### config.mk
export PLATFORM = sky130hd
export DESIGN_NAME = copy_token_splitter
export DESIGN_NICKNAME = d
export VERILOG_FILES = /design/src/rtl/copy_token_splitter.sv
export SDC_FILE = /design/constraint.sdc
export NUM_CORES = 1
export LEC_CHECK = 0
export BUFFER_PORTS_ARGS = -buffer_cell sky130_fd_sc_hd__buf_2
export CAP_MARGIN = 30
export CORE_MARGIN = 5
export CORE_UTILIZATION = 50
export CTS_BUF_LIST = sky130_fd_sc_hd__clkbuf_4 sky130_fd_sc_hd__clkbuf_8
export DETAILED_ROUTE_END_ITERATION = 8
export GPL_ROUTABILITY_DRIVEN = 0
export GPL_TIMING_DRIVEN = 0
export PLACE_DENSITY = 0.76
export SYNTH_ARGS = -nofsm -noshare
export SYNTH_HDL_FRONTEND = slang
export SYNTH_SLANG_ARGS = --single-unit
export TNS_END_PERCENT = 30
### constraint.sdc
create_clock -name clk -period 5.9 [get_ports clk]
set_input_delay 0.59 -clock clk [delete_from_list [all_inputs] [get_ports clk]]
set_output_delay 0.59 -clock clk [all_outputs]
set_load 0.01 [all_outputs]
### src/rtl/copy_token_splitter.sv
// Pops Snappy copy tokens and splits each into overlap-safe history-buffer copy commands.
// Optional build macro COPY_SPLIT_ALIGN_EN keeps every command inside one MAX_CHUNK-aligned destination line.
module copy_token_splitter #(
  parameter int unsigned MAX_CHUNK = 8,
  parameter int unsigned ADDR_W    = 16
) (
  input  logic              clk,
  input  logic              rst_n,
  input  logic              fifo_empty,
  input  logic [32:0]       fifo_dout,
  output logic              fifo_rd_en,
  output logic              cmd_valid,
  input  logic              cmd_ready,
  output logic [ADDR_W-1:0] cmd_src,
  output logic [ADDR_W-1:0] cmd_dst,
  output logic [3:0]        cmd_len,
  output logic              cmd_last,
  input  logic              lit_adv,
  input  logic [3:0]        lit_bytes,
  output logic              busy,
  output logic              err_offset0
);

  typedef enum logic [1:0] {IDLE, FETCH, SPLIT} state_t;

  state_t            state;
  logic [ADDR_W-1:0] wr_addr;
  logic [ADDR_W-1:0] wr_addr_nxt;
  logic [6:0]        rem_len;
  logic [6:0]        rem_after;
  logic [ADDR_W-1:0] off;
  logic              lastflag;

  logic              hs;
  logic              done;
  logic [ADDR_W-1:0] lit_inc;
  int unsigned       room;
  logic [6:0]        fetch_len;
  logic [ADDR_W-1:0] fetch_off;
  logic [3:0]        fetch_chunk;
  logic [3:0]        next_chunk;
  logic [9:0]        unused_reserved;

  assign unused_reserved = fifo_dout[9:0];

  // Never exceed the offset so a chunk only reads bytes already written.
  function automatic logic [3:0] calc_chunk(input logic [6:0] rem,
                                            input logic [ADDR_W-1:0] offv,
                                            input int unsigned lim);
    int unsigned c;
    c = MAX_CHUNK;
    if (lim < c) c = lim;
    if (32'(rem) < c) c = 32'(rem);
    if (32'(offv) < c) c = 32'(offv);
    return 4'(c);
  endfunction

  always_comb begin
    hs        = cmd_valid & cmd_ready;
    rem_after = rem_len - 7'(cmd_len);
    done      = hs && (rem_after == '0);
    lit_inc   = lit_adv ? ADDR_W'(lit_bytes) : '0;

    if (done && lastflag)
      wr_addr_nxt = '0;
    else
      wr_addr_nxt = wr_addr + (hs ? ADDR_W'(cmd_len) : '0) + lit_inc;

`ifdef COPY_SPLIT_ALIGN_EN
    room = MAX_CHUNK - (32'(wr_addr_nxt) % MAX_CHUNK);
`else
    room = MAX_CHUNK;
`endif

    fetch_len   = 7'(fifo_dout[31:26]) + 7'd1;
    fetch_off   = ADDR_W'(fifo_dout[25:10]);
    fetch_chunk = calc_chunk(fetch_len, fetch_off, room);
    next_chunk  = calc_chunk(rem_after, off, room);

    fifo_rd_en = rst_n & ~fifo_empty &
                 ((state == IDLE) | ((state == SPLIT) & done));
  end

  assign busy = (state != IDLE);

  always_ff @(posedge clk or negedge rst_n) begin
    if (!rst_n) begin
      state       <= IDLE;
      wr_addr     <= '0;
      rem_len     <= '0;
      off         <= '0;
      lastflag    <= 1'b0;
      cmd_valid   <= 1'b0;
      cmd_src     <= '0;
      cmd_dst     <= '0;
      cmd_len     <= '0;
      cmd_last    <= 1'b0;
      err_offset0 <= 1'b0;
    end else begin
      wr_addr <= wr_addr_nxt;
      case (state)
        IDLE: begin
          if (fifo_rd_en) state <= FETCH;
        end
        FETCH: begin
          rem_len  <= fetch_len;
          off      <= fetch_off;
          lastflag <= fifo_dout[32];
          if (fetch_off == '0) begin
            err_offset0 <= 1'b1;
            state       <= IDLE;
          end else begin
            state     <= SPLIT;
            cmd_valid <= 1'b1;
            cmd_dst   <= wr_addr_nxt;
            cmd_src   <= wr_addr_nxt - fetch_off;
            cmd_len   <= fetch_chunk;
            cmd_last  <= fifo_dout[32] & (fetch_len == 7'(fetch_chunk));
          end
        end
        SPLIT: begin
          if (hs) begin
            rem_len <= rem_after;
            if (rem_after == '0) begin
              cmd_valid <= 1'b0;
              cmd_src   <= '0;
              cmd_dst   <= '0;
              cmd_len   <= '0;
              cmd_last  <= 1'b0;
              state     <= fifo_rd_en ? FETCH : IDLE;
            end else begin
              // Next command is precomputed so fields stay registered and stable under stall.
              cmd_dst  <= wr_addr_nxt;
              cmd_src  <= wr_addr_nxt - off;
              cmd_len  <= next_chunk;
              cmd_last <= lastflag & (rem_after == 7'(next_chunk));
            end
          end
        end
        default: state <= IDLE;
      endcase
    end
  end

endmodule

# Word-level counts from Yosys, hierarchy flattened
# Index checks and enable logic that the tools add are counted.
[classes]
add_sub_neg = 6
n_lt_le_gt_ge = 4
n_eq_ne = 8
muxes = 35
bitwise_logic = 8
n_reduce_logical = 12
[op_table]
columns = ["operator", "n"]
rows = [
  ["two-way mux 16 bit", 7],
  ["one-hot mux 16 bit (2 select lines)", 2],
  ["adder 16 x 4 -> 16 bit", 2],
  ["less-than comparator 16 x 7 -> 1 bit", 2],
  ["subtractor 16 bit", 2],
  ["two-way mux 4 bit", 7],
  ["two-way mux 7 bit", 3],
  ["zero test 16 bit", 1],
  ["== test 7 x 4 -> 1 bit", 2],
  ["less-than comparator 7 x 4 -> 1 bit (second input constant)", 2],
  ["one-hot mux 7 bit (2 select lines)", 1],
  ["two-way mux 2 bit", 4],
  ["!= test 2 bit (second input constant)", 4],
  ["one-hot mux 4 bit (2 select lines)", 1],
  ["adder 6 x 1 -> 7 bit (second input constant)", 1],
  ["zero test 7 bit", 1],
  ["two-way mux 1 bit", 7],
  ["subtractor 7 x 4 -> 7 bit", 1],
  ["bitwise AND 1 bit", 6],
  ["one-hot mux 2 bit (3 select lines)", 1],
  ["AND reduction 3 bit", 2],
  ["one-hot mux 1 bit (2 select lines)", 2],
  ["AND reduction 2 bit", 2],
  ["AND reduction 4 bit", 1],
  ["7 further kinds", 9],
]
[totals]
ff_bits = 81
in_bits = 42
out_inout_bits = 41
elab_cells = 84

# Depth between registers and ports, before layout
# Gate-level depths: netlist (run 1).
[depth]
ltp_word = 10
mapped_depth = 22
mapped_depth_nobuf = 21

# Worst setup path after synthesis (run 1)
# No wires, ideal clock.
[synth_path]
path_kind = "register to register"
from = "reg cmd_len[0]"
to = "reg cmd_src[12]"
setup_ns = 0.126
arrival_time_ns = 4.505
required_time_ns = 5.774
slack_ns = 1.269
path_stages_with_launch = 22
path_buffers = 1
synth_period_minus_slack_ns = 4.631
cell_sequence = "dfrtp_1 -> ha_1 -> fa_1 -> nor2b_1 -> o21ai_0 -> mux2i_1 -> o211ai_2 -> buf_2 -> nor2_4 -> nand4_1 -> nand2_1 -> ha_1 -> inv_1 -> fa_1 -> a211oi_1 -> nor2_1 -> o41a_1 -> a221oi_1 -> o21ai_1 -> xnor2_1 -> nor3_1 -> a221o_1"
[synth_between]
elab_chain_len = 9
elab_cells_between_ends = 14
cone_classes = "add/sub: 5; mux: 6; reduce/logical: 3"
[synth_rtl]
columns = ["element", "line_no", "rtl"]
rows = [
  ["from (decl)", "16", "output logic [3:0] cmd_len,"],
  ["from (signal assigned)", "117", "cmd_len <= fetch_chunk;"],
  ["from (signal assigned)", "135", "cmd_len <= next_chunk;"],
  ["parallel branches: the longest is 8 deep, another holds adder 16 x 4 -> 16 bit", "n/a", ""],
  ["one-hot mux 16 bit (2 select lines) *", "101", "case (state)"],
  ["to (signal assigned)", "116", "cmd_src <= wr_addr_nxt - fetch_off;"],
  ["to (signal assigned)", "134", "cmd_src <= wr_addr_nxt - off;"],
  ["to (decl)", "14", "output logic [ADDR_W-1:0] cmd_src,"],
]
# Mark *: on every way between the ends. The select of a mux whose other input is x is not followed.
# A chain may end at the register's enable or synchronous reset.

# Worst setup path after layout (run 1)
[layout_path]
from = "reg cmd_len[0]"
to = "reg cmd_src[14]"
# The elaborated chain is that of the path after synthesis.

==> impl_metrics.py, run 1 <==
metrics = {
    "run_status": {
        "outcome": "complete, no violations",
    },
    "pwr": {
        "design_power_total_mw": 4.78,
        "power.density_mw_per_mm2": 700,
        "worst_ir_drop_vdd_mv": 0.475,
        "power.leakage_nw": 3.20,
    },
    "detailed_routing": {
        "vias_per_cell": 6.04,
        "drt-initial-drc-count": 557,
        "ant_nets": 0,
        "detailedRoute.firstPassIterationCount": 5,
        "wire_per_inst_um": 18.4,
        "via_count": 5717,
        "drcViolationCount": 0,
        "routed_wl_mm": 17.4,
    },
    "sta": {
        "final-hold-violation-count": 0,
        "layout_worst_path_cycle_share_pct": 94.3,
        "max_clock_freq_ghz": 0.180,
        "timing_max_transition_violations_final": 0,
        "timing.clock.skew_ps": 15.4,
        "unrepaired_setup_endpoints_after_global_routing": "false",
        "finalHoldWorstSlack_ps": 49.2,
        "worstMarginPinSlew_ps": 757,
        "fin_tns_setup_ps": 0,
        "final_worst_path_period_need_ps": 5560,
        "setup_viol_count_final": 0,
        "slew-limit-headroom_pct": 49.1,
    },
    "global_routing": {
        "global_route.overflow_total": 0,
        "grt_first_pass_wirelength_mm": 27.7,
        "grt_usage_pct": 24.3,
        "groute.layer.met3.usage_pct": 5.18,
        "grt_antenna_before_repair": 0,
        "met1_usage_pct": 31.5,
        "largest_net_degree_at_the_start_of_global_routing": 72,
        "grt_pass1_vias": 5613,
        "grt_most_used_layer": "met2",
        "grt_util_met2_pct": 39.6,
    },
    "synthesis": {
        "ys_ff_latch": 81,
        "netlist_instances": 707,
        "synth.avg_cell_area_um2": 8.55,
        "synth_warnings": 0,
        "number_of_synthesized_flops_with_an_enable_pin": 0,
        "synthArstFlopShare_pct": 100,
        "yosysUniqueCellTypes": 62,
        "synth_flop_cell": "sky130_fd_sc_hd__dfrtp_1",
        "ys_seq_area_share_pct": 33.5,
        "synth_area_mm2": 0.00605,
    },
    "cells_and_area": {
        "post_layout_instance_area_mm2": 0.00683,
        "num_antenna_cells": 0,
        "nets": 895,
        "areaGrowthSynthToFinish_pct": 13.0,
        "post_route_cells_drive_above_1_share_pct": 14.0,
    },
    "critical_path": {
        "timing.critical_path.buf_inv": 2,
        "worst-path-stages": 21,
        "crit_slowest_cell": "sky130_fd_sc_hd__dfrtp_1",
        "critPathTopFamily": "compound AO/OA/AOI/OAI gates",
        "cp-start-kind": "register",
        "reg2reg_depth": 21,
        "crit_arrival_ps": 5840,
        "path_cells": "ha_1 -> fa_1 -> nor2b_1 -> o21ai_0 -> mux2i_1 -> o211ai_2 -> buf_2 -> nor2_4 -> nand4_1 -> nand2_1 -> ha_1 -> inv_1 -> fa_1 -> a211oi_1 -> nor2_1 -> o41a_1 -> a221oi_2 -> o21ai_1 -> xnor2_1 -> nor3_1 -> a221o_1",
        "cp_max_fo": 10,
        "critPathKind": "register to register",
        "required_ps": 6170,
        "critPathCaptureType": "register",
        "delay_of_the_slowest_critical_path_stage_ps": 460,
    },
    "clocking": {
        "cts_hold_buf": 0,
        "htree_levels": 3,
        "clkTransAtPathRegs_ps": 90,
        "cts_max_path_buffers": 2,
        "tritoncts_num_sinks": 81,
        "clk_root_buffer_cell": "sky130_fd_sc_hd__clkbuf_8",
        "clock_latency_ps": 390,
        "tritoncts": "done",
        "inserted_clock_buffers": 9,
    },
    "floorplan": {
        "die_area_mm2": 0.0144,
        "dieWidth_um": 120,
        "fp.coreArea_mm2": 0.0119,
        "num_io_pins": 83,
        "initial_utilization_pct": 50.8,
        "floorplan.die.height_um": 120,
        "std_cell_rows": 40,
    },
    "placed_design": {
        "portBuffers": 72,
        "placed_cell_area_mm2": 0.00664,
        "dp_hpwl_mm": 13.6,
    },
    "run": {
        "max_cap_viol_count": 0,
    },
    "worst_hold_path": {
        "hold_path_class": "primary input to asynchronous set/reset pin",
    },
}
==> cells in the mapped netlist, types with 4 or more instances <==
master	number	area (um^2)
sky130_fd_sc_hd__nor2_1	87	327
sky130_fd_sc_hd__dfrtp_1	81	2030
sky130_fd_sc_hd__nand2_1	57	214
sky130_fd_sc_hd__ha_1	50	626
sky130_fd_sc_hd__o21ai_0	49	245
sky130_fd_sc_hd__inv_1	47	176
sky130_fd_sc_hd__a21oi_1	39	195
sky130_fd_sc_hd__xnor2_1	25	219
sky130_fd_sc_hd__xor2_1	22	193
sky130_fd_sc_hd__nand3_1	16	80.1
sky130_fd_sc_hd__nor3_1	16	80.1
sky130_fd_sc_hd__o21ai_1	16	80.1
sky130_fd_sc_hd__o21a_1	13	97.6
sky130_fd_sc_hd__clkbuf_1	12	45.0
sky130_fd_sc_hd__a22o_1	11	96.3
sky130_fd_sc_hd__nor2b_1	10	62.6
sky130_fd_sc_hd__nor4_1	10	62.6
sky130_fd_sc_hd__a211oi_1	9	67.6
sky130_fd_sc_hd__a21o_1	9	67.6
sky130_fd_sc_hd__a221oi_1	9	78.8
sky130_fd_sc_hd__or3_1	9	56.3
sky130_fd_sc_hd__and2_1	8	50.1
sky130_fd_sc_hd__buf_2	8	40.0
sky130_fd_sc_hd__fa_1	8	160
sky130_fd_sc_hd__nand2b_1	8	50.1
sky130_fd_sc_hd__and3_1	6	37.5
sky130_fd_sc_hd__a31oi_1	5	31.3
sky130_fd_sc_hd__nand4_1	5	31.3
sky130_fd_sc_hd__o2111ai_1	4	35.0
sky130_fd_sc_hd__o211ai_1	4	30.0
sky130_fd_sc_hd__o31a_1	4	35.0
==> report_power, final <==
part,internal (mW),switching (mW),total [mW]
combinational,1.38,2.03,3.41
clock,0.162,0.244,0.406
sequential,0.795,0.169,0.965
total,2.34,2.45,4.78
==> routing by layer <==
| metal | share of wire, % | routed length (um) | vias to the layer above |
|---|---|---|---|
| li1 | - | - | 2706 |
| met1 | 42 | 7350 | 2734 |
| met2 | 48 | 8280 | 247 |
| met3 | 8.0 | 1390 | 30 |
| met4 | 2.3 | 405 | 0 |
| met5 | 0 | 0 | - |
==> through the flow <==
step / cells / setup WS (ps) / utilization [%]
detailed placement: 931 / 320 / 55.7
global placement: 930 / 474 / 55.5
global route: 947 / 7.76 / 57.4
floorplan: 711 / 1270 / -
finish: 947 / 336 / 57.4
CTS: 947 / 273 / 57.3
==> cells in the final DEF (no fill, tap or decap), types with 12 or more instances in the layout <==
cell and n:
sky130_fd_sc_hd__dfrtp_1 81, sky130_fd_sc_hd__nand3_1 16, sky130_fd_sc_hd__ha_1 50, sky130_fd_sc_hd__xnor2_1 25, sky130_fd_sc_hd__a21oi_1 39, sky130_fd_sc_hd__o21ai_0 49
sky130_fd_sc_hd__xor2_1 22, sky130_fd_sc_hd__buf_2 79, sky130_fd_sc_hd__nand2_1 56, sky130_fd_sc_hd__o21a_1 13, sky130_fd_sc_hd__inv_1 47, sky130_fd_sc_hd__clkbuf_1 12
sky130_fd_sc_hd__nor2_1 87, sky130_fd_sc_hd__nor3_1 16, sky130_fd_sc_hd__o21ai_1 16
==> flip-flops by register name (all words and copies together), names as in the netlist <==
register,cells
wr_addr,16
cmd_valid,1
cmd_len,4
off,16
cmd_last,1
err_offset0,1
rem_len,7
cmd_src,16
state,2
lastflag,1
cmd_dst,16
==> final timing paths <==
check / from / to / slack [ps]
max in group asynchronous: rst_n / state[1]$_DFFE_PN0P_ / 5270
min: rst_n / cmd_src[8]$_DFFE_PN0P_ / 50
min reg2reg: err_offset0$_DFFE_PN0P_ / err_offset0$_DFFE_PN0P_ / 460
max reg2reg: cmd_len[0]$_DFFE_PN0P_ / cmd_src[14]$_DFFE_PN0P_ / 340
min in group clk: fifo_empty / state[0]$_DFFE_PN0P_ / 450
max: cmd_len[0]$_DFFE_PN0P_ / cmd_src[14]$_DFFE_PN0P_ / 340
==> cell families after synthesis <==
group	synth area share, %
simple gates	20.2
other cells	0.0620
flops	33.5
buf+inv	4.45
fa+ha+maj	13.0
mux	0.869
compound gates	21.1
xor+xnor	6.81
==> layout make-up <==
type,instances,area [um^2]
fill,1067,5080
multi-input combinational,562,3770
sequential,81,2030
timing repair buffer,73,390
tap,147,184
inverter,47,176
clock buffer,9,124
buffer,21,92.6
clock inverter,7,62.6
==> worst reg2reg max path: cells and delay by family (launching register included) <==
| family | cells | cell delay (ps) |
|---|---|---|
| adders and majority gates | 4 | 1300 |
| and+or+nand+nor | 6 | 1260 |
| buffers and inverters | 2 | 270 |
| DFF | 1 | 460 |
| muxes | 1 | 290 |
| AOI/OAI and AO/OA | 7 | 1700 |
| xor gates and xnor gates | 1 | 170 |
==> repair_timing <==
action,CTS,global route
resized for setup,0,2
setup buffers,0,0
setup endpoints to repair,0,3
endpoints found under the hold margin,0,0
(Power assumes the default switching activity.)
==> run 2, diff against run 1 <==
clock period = 7.1 ns   (was 5.9 ns; I/O delays follow)
==> run 2 against run 1 <==
Compared with the run above:
- clock power decreased by 17%
- via count increased by 0.23%
- cell count unchanged
- wire length about the same
- sequential power decreased by 17%
- combinational power decreased by 17%
- power decreased by 17%
- global-route usage unchanged
==> impl_metrics.py, run 2 (same netlist as run 1, synthesis figures left out) <==
metrics = {
    "pwr": {
        "worst_ir_drop_vdd_mv": 0.393,
        "power.density_mw_per_mm2": 581,
        "power.leakage_nw": 3.20,
    },
    "cells_and_area": {
        "post_layout_instance_area_mm2": 0.00682,
        "areaGrowthSynthToFinish_pct": 12.8,
        "num_antenna_cells": 0,
        "post_layout_nonfiller_instances": 947,
        "post_route_cells_drive_above_1_share_pct": 13.8,
        "nets": 895,
        "layout.cells.most_common_list": "sky130_fd_sc_hd__nor2_1 (87), sky130_fd_sc_hd__dfrtp_1 (81), sky130_fd_sc_hd__buf_2 (79)",
        "nFillCells": 1068,
        "mostFrequentLayoutCell": "sky130_fd_sc_hd__nor2_1",
    },
    "critical_path": {
        "cp_max_fo": 10,
        "crit_slowest_cell": "sky130_fd_sc_hd__fa_1",
        "cp-start-kind": "register",
        "regToRegStartpoint": "cmd_len[0]$_DFFE_PN0P_",
        "reg2reg_depth": 20,
        "cpMostUsedCell": "sky130_fd_sc_hd__fa_1",
        "critPathTopFamily": "compound AO/OA/AOI/OAI gates",
        "delay_of_the_slowest_critical_path_stage_ps": 520,
        "timing.critical_path.buf_inv": 2,
        "critPathCaptureType": "register",
        "path_cells": "ha_1 -> fa_1 -> nor2b_1 -> o21ai_0 -> mux2i_1 -> o211ai_2 -> buf_2 -> nor2_4 -> nand4_1 -> nand2_1 -> inv_1 -> fa_1 -> a211oi_1 -> nor2_1 -> o41a_1 -> a221oi_1 -> o21ai_1 -> xnor2_1 -> nor3_1 -> a221o_1",
        "rr_endpoint": "cmd_src[14]$_DFFE_PN0P_",
        "r2r_slack_ps": 1360,
        "required_ps": 7370,
        "crit_arrival_ps": 6010,
        "critPathKind": "register to register",
    },
    "detailed_routing": {
        "detailedRoute.firstPassIterationCount": 5,
        "wire_per_inst_um": 18.4,
        "drt-initial-drc-count": 491,
        "drcViolationCount": 0,
        "via_count": 5730,
        "vias_per_cell": 6.05,
        "ant_nets": 0,
        "routed_wl_mm": 17.4,
    },
    "sta": {
        "timing.clock.skew_ps": 14.4,
        "final.setup.worst_slack_ps": 1360,
        "final_worst_path_period_need_ps": 5740,
        "max_clock_freq_ghz": 0.174,
        "layout_worst_path_cycle_share_pct": 80.8,
        "slew-limit-headroom_pct": 48.5,
        "unrepaired_setup_endpoints_after_global_routing": "false",
        "timing_max_transition_violations_final": 0,
        "fin_tns_setup_ps": 0,
        "setup_viol_count_final": 0,
        "worstMarginPinSlew_ps": 765,
        "final-hold-violation-count": 0,
    },
    "floorplan": {
        "std_cell_rows": 40,
        "dieWidth_um": 120,
        "initial_utilization_pct": 50.8,
        "die_area_mm2": 0.0144,
        "floorplan.die.height_um": 120,
        "num_io_pins": 83,
        "fp.coreArea_mm2": 0.0119,
    },
    "clocking": {
        "cts_hold_buf": 0,
        "post_cts.resized_instances": 0,
        "cts_max_path_buffers": 2,
        "post-cts-setup-buffers": 0,
        "clkTransAtPathRegs_ps": 90,
        "tritoncts": "done",
        "tritoncts_num_sinks": 81,
        "inserted_clock_buffers": 9,
        "htree_levels": 3,
        "clock_latency_ps": 390,
        "clk_root_buffer_cell": "sky130_fd_sc_hd__clkbuf_8",
    },
    "placed_design": {
        "place.detailed.instances": 931,
        "dp_hpwl_mm": 13.6,
        "placed_cell_area_mm2": 0.00664,
        "portBuffers": 72,
        "placement.setup.worst_slack_ps": 1520,
    },
    "run_status": {
        "outcome": "complete, no violations",
    },
    "global_routing": {
        "global_route.overflow_total": 0,
        "grt_usage_pct": 24.3,
        "grt_antenna_before_repair": 0,
        "grt_first_pass_wirelength_mm": 27.7,
        "grt_pass1_vias": 5613,
        "largest_net_degree_at_the_start_of_global_routing": 72,
    },
    "run": {
        "max_cap_viol_count": 0,
    },
    "worst_hold_path": {
        "hold_path_class": "primary input to asynchronous set/reset pin",
    },
}
## run 2: cell counts in the layout (fill, tap and decap cells not counted)
No cell type changed its count.
## run 2: final cells by class
type,count,area (um^2),share of cell area [%]
tap,147,184,2.70
timing repair buffer,73,390,5.72
inverter,47,176,2.59
clock buffer,9,124,1.82
sequential,81,2030,29.7
buffer,21,92.6,1.36
multi-input combinational,562,3770,55.2
clock inverter,7,62.6,0.917
## run 2: how the worst max path moves through the flow
stage                                 from                       to  slack [ps]  cells past startpoint
global placement    cmd_len[0]$_DFFE_PN0P_  cmd_src[14]$_DFFE_PN0P_        1670                     20
CTS                 cmd_len[0]$_DFFE_PN0P_  cmd_src[14]$_DFFE_PN0P_        1470                     20
global route        cmd_len[0]$_DFFE_PN0P_  cmd_src[14]$_DFFE_PN0P_         980                     20
detailed placement  cmd_len[0]$_DFFE_PN0P_  cmd_src[14]$_DFFE_PN0P_        1520                     20
floorplan           cmd_len[0]$_DFFE_PN0P_  cmd_src[12]$_DFFE_PN0P_        2470                     21
finish              cmd_len[0]$_DFFE_PN0P_  cmd_src[14]$_DFFE_PN0P_        1360                     20
## run 2: metal layers
metal	up-vias	wire (um)	global-route usage [%]
met4	0	443	9.74
met1	2739	7320	31.5
met3	35	1460	5.18
li1	2705	-	-
met5	-	0	0
met2	251	8200	39.6
## run 2: metrics by stage
stage                     hold slack, ps  power, mW  util (%)
after floorplan                      414       2.84         -
after global placement               444       3.42      55.5
after detailed placement             449       3.55      55.7
after CTS                            153       3.91      57.3
after global routing                 161       4.29      57.3
final                                165       3.96      57.3
## run 2: worst register-to-register path: stages, from the launching register on
cell,delay [ps]
sky130_fd_sc_hd__dfrtp_1,470
sky130_fd_sc_hd__ha_1,260
sky130_fd_sc_hd__fa_1,410
sky130_fd_sc_hd__nor2b_1,200
sky130_fd_sc_hd__o21ai_0,100
sky130_fd_sc_hd__mux2i_1,290
sky130_fd_sc_hd__o211ai_2,150
sky130_fd_sc_hd__buf_2,220
sky130_fd_sc_hd__nor2_4,250
sky130_fd_sc_hd__nand4_1,280
sky130_fd_sc_hd__nand2_1,280
sky130_fd_sc_hd__inv_1,210
sky130_fd_sc_hd__fa_1,520
sky130_fd_sc_hd__a211oi_1,270
sky130_fd_sc_hd__nor2_1,140
sky130_fd_sc_hd__o41a_1,370
sky130_fd_sc_hd__a221oi_1,500
sky130_fd_sc_hd__o21ai_1,200
sky130_fd_sc_hd__xnor2_1,170
sky130_fd_sc_hd__nor3_1,60
sky130_fd_sc_hd__a221o_1,280
## run 2: where the power goes
part           switching [mW]  internal [mW]  total, mW
clock                   0.203          0.134      0.338
combinational            1.68           1.14       2.82
sequential              0.142          0.661      0.802
==> run 3, diff against run 2 <==
PLACE_DENSITY = 0.79   (was 0.76)
clock period = 4.9 ns   (was 7.1 ns; I/O delays follow)
==> run 3 against run 2 <==
Compared with the run above:
- global-route usage fell by 0.57 points
- sequential share of layout area is 0.77 points lower
- fmax is 20% higher
- critical path type unchanged
- design area is 2.8% higher
- power up 50%
- clock skew fell by 2.2 ps
- via count decreased by 0.63%
==> impl_metrics.py, run 3 (same netlist as run 1, synthesis figures left out) <==
metrics = {
    "detailed_routing": {
        "drcViolationCount": 0,
        "vias_per_cell": 5.97,
        "routed_wl_mm": 17.1,
        "via_count": 5694,
        "drt-initial-drc-count": 431,
        "ant_nets": 0,
        "wire_per_inst_um": 17.9,
        "detailedRoute.firstPassIterationCount": 5,
    },
    "floorplan": {
        "fp.coreArea_mm2": 0.0119,
        "floorplan.die.height_um": 120,
        "dieWidth_um": 120,
        "initial_utilization_pct": 50.8,
        "die_area_mm2": 0.0144,
        "std_cell_rows": 40,
        "num_io_pins": 83,
    },
    "critical_path": {
        "critPathCaptureType": "register",
        "crit_slowest_cell": "sky130_fd_sc_hd__dfrtp_1",
        "r2r_slack_ps": 110,
        "cp_max_fo": 10,
        "regToRegStartpoint": "cmd_len[3]$_DFFE_PN0P_",
        "reg2reg_depth": 22,
        "cp-start-kind": "register",
        "rr_endpoint": "cmd_src[14]$_DFFE_PN0P_",
        "timing.critical_path.buf_inv": 4,
        "path_cells": "inv_1 -> ha_1 -> buf_2 -> nor4bb_2 -> o21ai_1 -> mux2i_1 -> o211ai_2 -> buf_4 -> nor2_4 -> nand4_1 -> nand2_2 -> ha_1 -> inv_1 -> fa_2 -> a211oi_2 -> nor2_1 -> o41a_1 -> a221oi_4 -> o21ai_1 -> xnor2_1 -> nor3_1 -> a221o_1",
        "worst-path-stages": 22,
        "required_ps": 5170,
        "delay_of_the_slowest_critical_path_stage_ps": 400,
        "crit_arrival_ps": 5060,
        "critPathKind": "register to register",
        "critPathTopFamily": "compound AO/OA/AOI/OAI gates",
    },
    "cells_and_area": {
        "sequential_cell_area_mm2": 0.00203,
        "multi_input_comb_area_mm2": 0.00386,
        "utilization_pct": 58.9,
        "nets": 903,
        "post_layout_instance_area_mm2": 0.00701,
        "mostFrequentLayoutCell": "sky130_fd_sc_hd__nor2_1",
        "areaGrowthSynthToFinish_pct": 16.0,
        "num_antenna_cells": 0,
        "layout.cells.most_common_list": "sky130_fd_sc_hd__nor2_1 (86), sky130_fd_sc_hd__dfrtp_1 (79), sky130_fd_sc_hd__buf_2 (78)",
        "post_route_cells_drive_above_1_share_pct": 16.6,
        "nFillCells": 1073,
    },
    "sta": {
        "layout_worst_path_cycle_share_pct": 97.7,
        "timing_max_transition_violations_final": 0,
        "slew-limit-headroom_pct": 48.3,
        "setup_viol_count_final": 0,
        "fin_tns_setup_ps": 0,
        "timing.clock.skew_ps": 12.3,
        "worstMarginPinSlew_ps": 769,
        "final_worst_path_period_need_ps": 4790,
        "max_clock_freq_ghz": 0.209,
        "final.setup.worst_slack_ps": 112,
        "final-hold-violation-count": 0,
    },
    "pwr": {
        "power.leakage_nw": 3.26,
        "worst_ir_drop_vdd_mv": 0.534,
        "power.density_mw_per_mm2": 850,
        "design_power_total_mw": 5.96,
    },
    "placed_design": {
        "placement.setup.worst_slack_ps": -630,
        "portBuffers": 72,
        "dp_hpwl_mm": 12.8,
        "placed_cell_area_mm2": 0.00664,
    },
    "global_routing": {
        "global_route.overflow_total": 0,
        "grt_pass1_vias": 5456,
        "largest_net_degree_at_the_start_of_global_routing": 72,
        "grt_usage_pct": 23.7,
        "grt_antenna_before_repair": 0,
        "grt_first_pass_wirelength_mm": 27.0,
    },
    "worst_hold_path": {
        "hold-path-endpoint": "off[12]$_DFFE_PN0P_",
        "timing.hold.worst_path_depth": 3,
        "hold_path_class": "primary input to register",
        "hp-start": "fifo_dout[22]",
    },
    "clocking": {
        "clock_latency_ps": 380,
        "clk_root_buffer_cell": "sky130_fd_sc_hd__clkbuf_8",
        "htree_levels": 3,
        "tritoncts_num_sinks": 81,
        "tritoncts": "done",
        "clkTransAtPathRegs_ps": 90,
        "inserted_clock_buffers": 9,
        "cts_max_path_buffers": 2,
    },
    "run_status": {
        "outcome": "complete, no violations",
    },
    "run": {
        "max_cap_viol_count": 0,
    },
}
## run 3: cell count changes in the layout (fill, tap and decap cells not counted), sizes merged
| cell | delta |
|---|---|
| buf | +7 |
| bufinv | +2 |
| clkinv | -3 |
| clkinvlp | +2 |
| dlygate4sd3 | +1 |
| inv | -2 |
## run 3: power by group
group / leakage, nW / internal (mW) / total, mW / switching [mW]
logic: 2.17 / 1.77 / 4.24 / 2.47
clock network: 0.102 / 0.287 / 0.557 / 0.270
registers: 0.990 / 0.959 / 1.16 / 0.205
total: 3.26 / 3.01 / 5.96 / 2.95
## run 3: how the worst max path moves through the flow
stage | startpoint | end
4_1_cts | cmd_len[0]$_DFFE_PN0P_ | cmd_src[14]$_DFFE_PN0P_
3_3_place_gp | cmd_len[0]$_DFFE_PN0P_ | cmd_src[14]$_DFFE_PN0P_
2_1_floorplan | cmd_len[0]$_DFFE_PN0P_ | cmd_src[12]$_DFFE_PN0P_
6_report | cmd_len[3]$_DFFE_PN0P_ | cmd_src[14]$_DFFE_PN0P_
5_1_grt | cmd_len[3]$_DFFE_PN0P_ | cmd_src[13]$_DFFE_PN0P_
3_5_place_dp | cmd_len[0]$_DFFE_PN0P_ | cmd_src[14]$_DFFE_PN0P_
## run 3: through the flow
step | std cells | hold WS [ps]
final | 954 | 354
after global routing | 954 | 362
after CTS | 950 | 342
after detailed placement | 931 | 358
after global placement | 930 | 439
after floorplan | 711 | 194
## run 3: repair_timing
item                                    4_1_cts  5_1_grt
endpoints found under the setup margin        8        7
cloned                                        0        0
hold buffers                                  1        0
hold endpoints to repair                     11        0
pin swaps                                     3        6
setup buffers                                 3        4
gates resized for setup                       7       17
## run 3: worst register-to-register path, delay by kind of cell (launching register included)
kind / cells / cell delay, ps
buffers and inverters: 4 / 550
AOI/OAI and AO/OA: 7 / 1590
adders and majority gates: 3 / 840
muxes: 1 / 230
and+or+nand+nor: 6 / 940
DFF: 1 / 400
xor gates and xnor gates: 1 / 150
## run 3: layer usage
layer	vias up	track usage (%)	wire (um)
li1	2728	-	-
met1	2675	31.5	7320
met2	248	37.9	7810
met3	43	4.10	1400
met4	0	10.9	560
met5	-	0	0
## run 3: final cells by class
type                    instances  share of cell area (%)
clock inverters                 6                    1.32
inverters                      47                    2.52
multi-input cells             562                    55.0
flip-flops and latches         81                    28.9
clock buffers                   9                    1.77
plain buffers                  21                    1.36
well taps                     147                    2.62
repair buffers                 81                    6.46
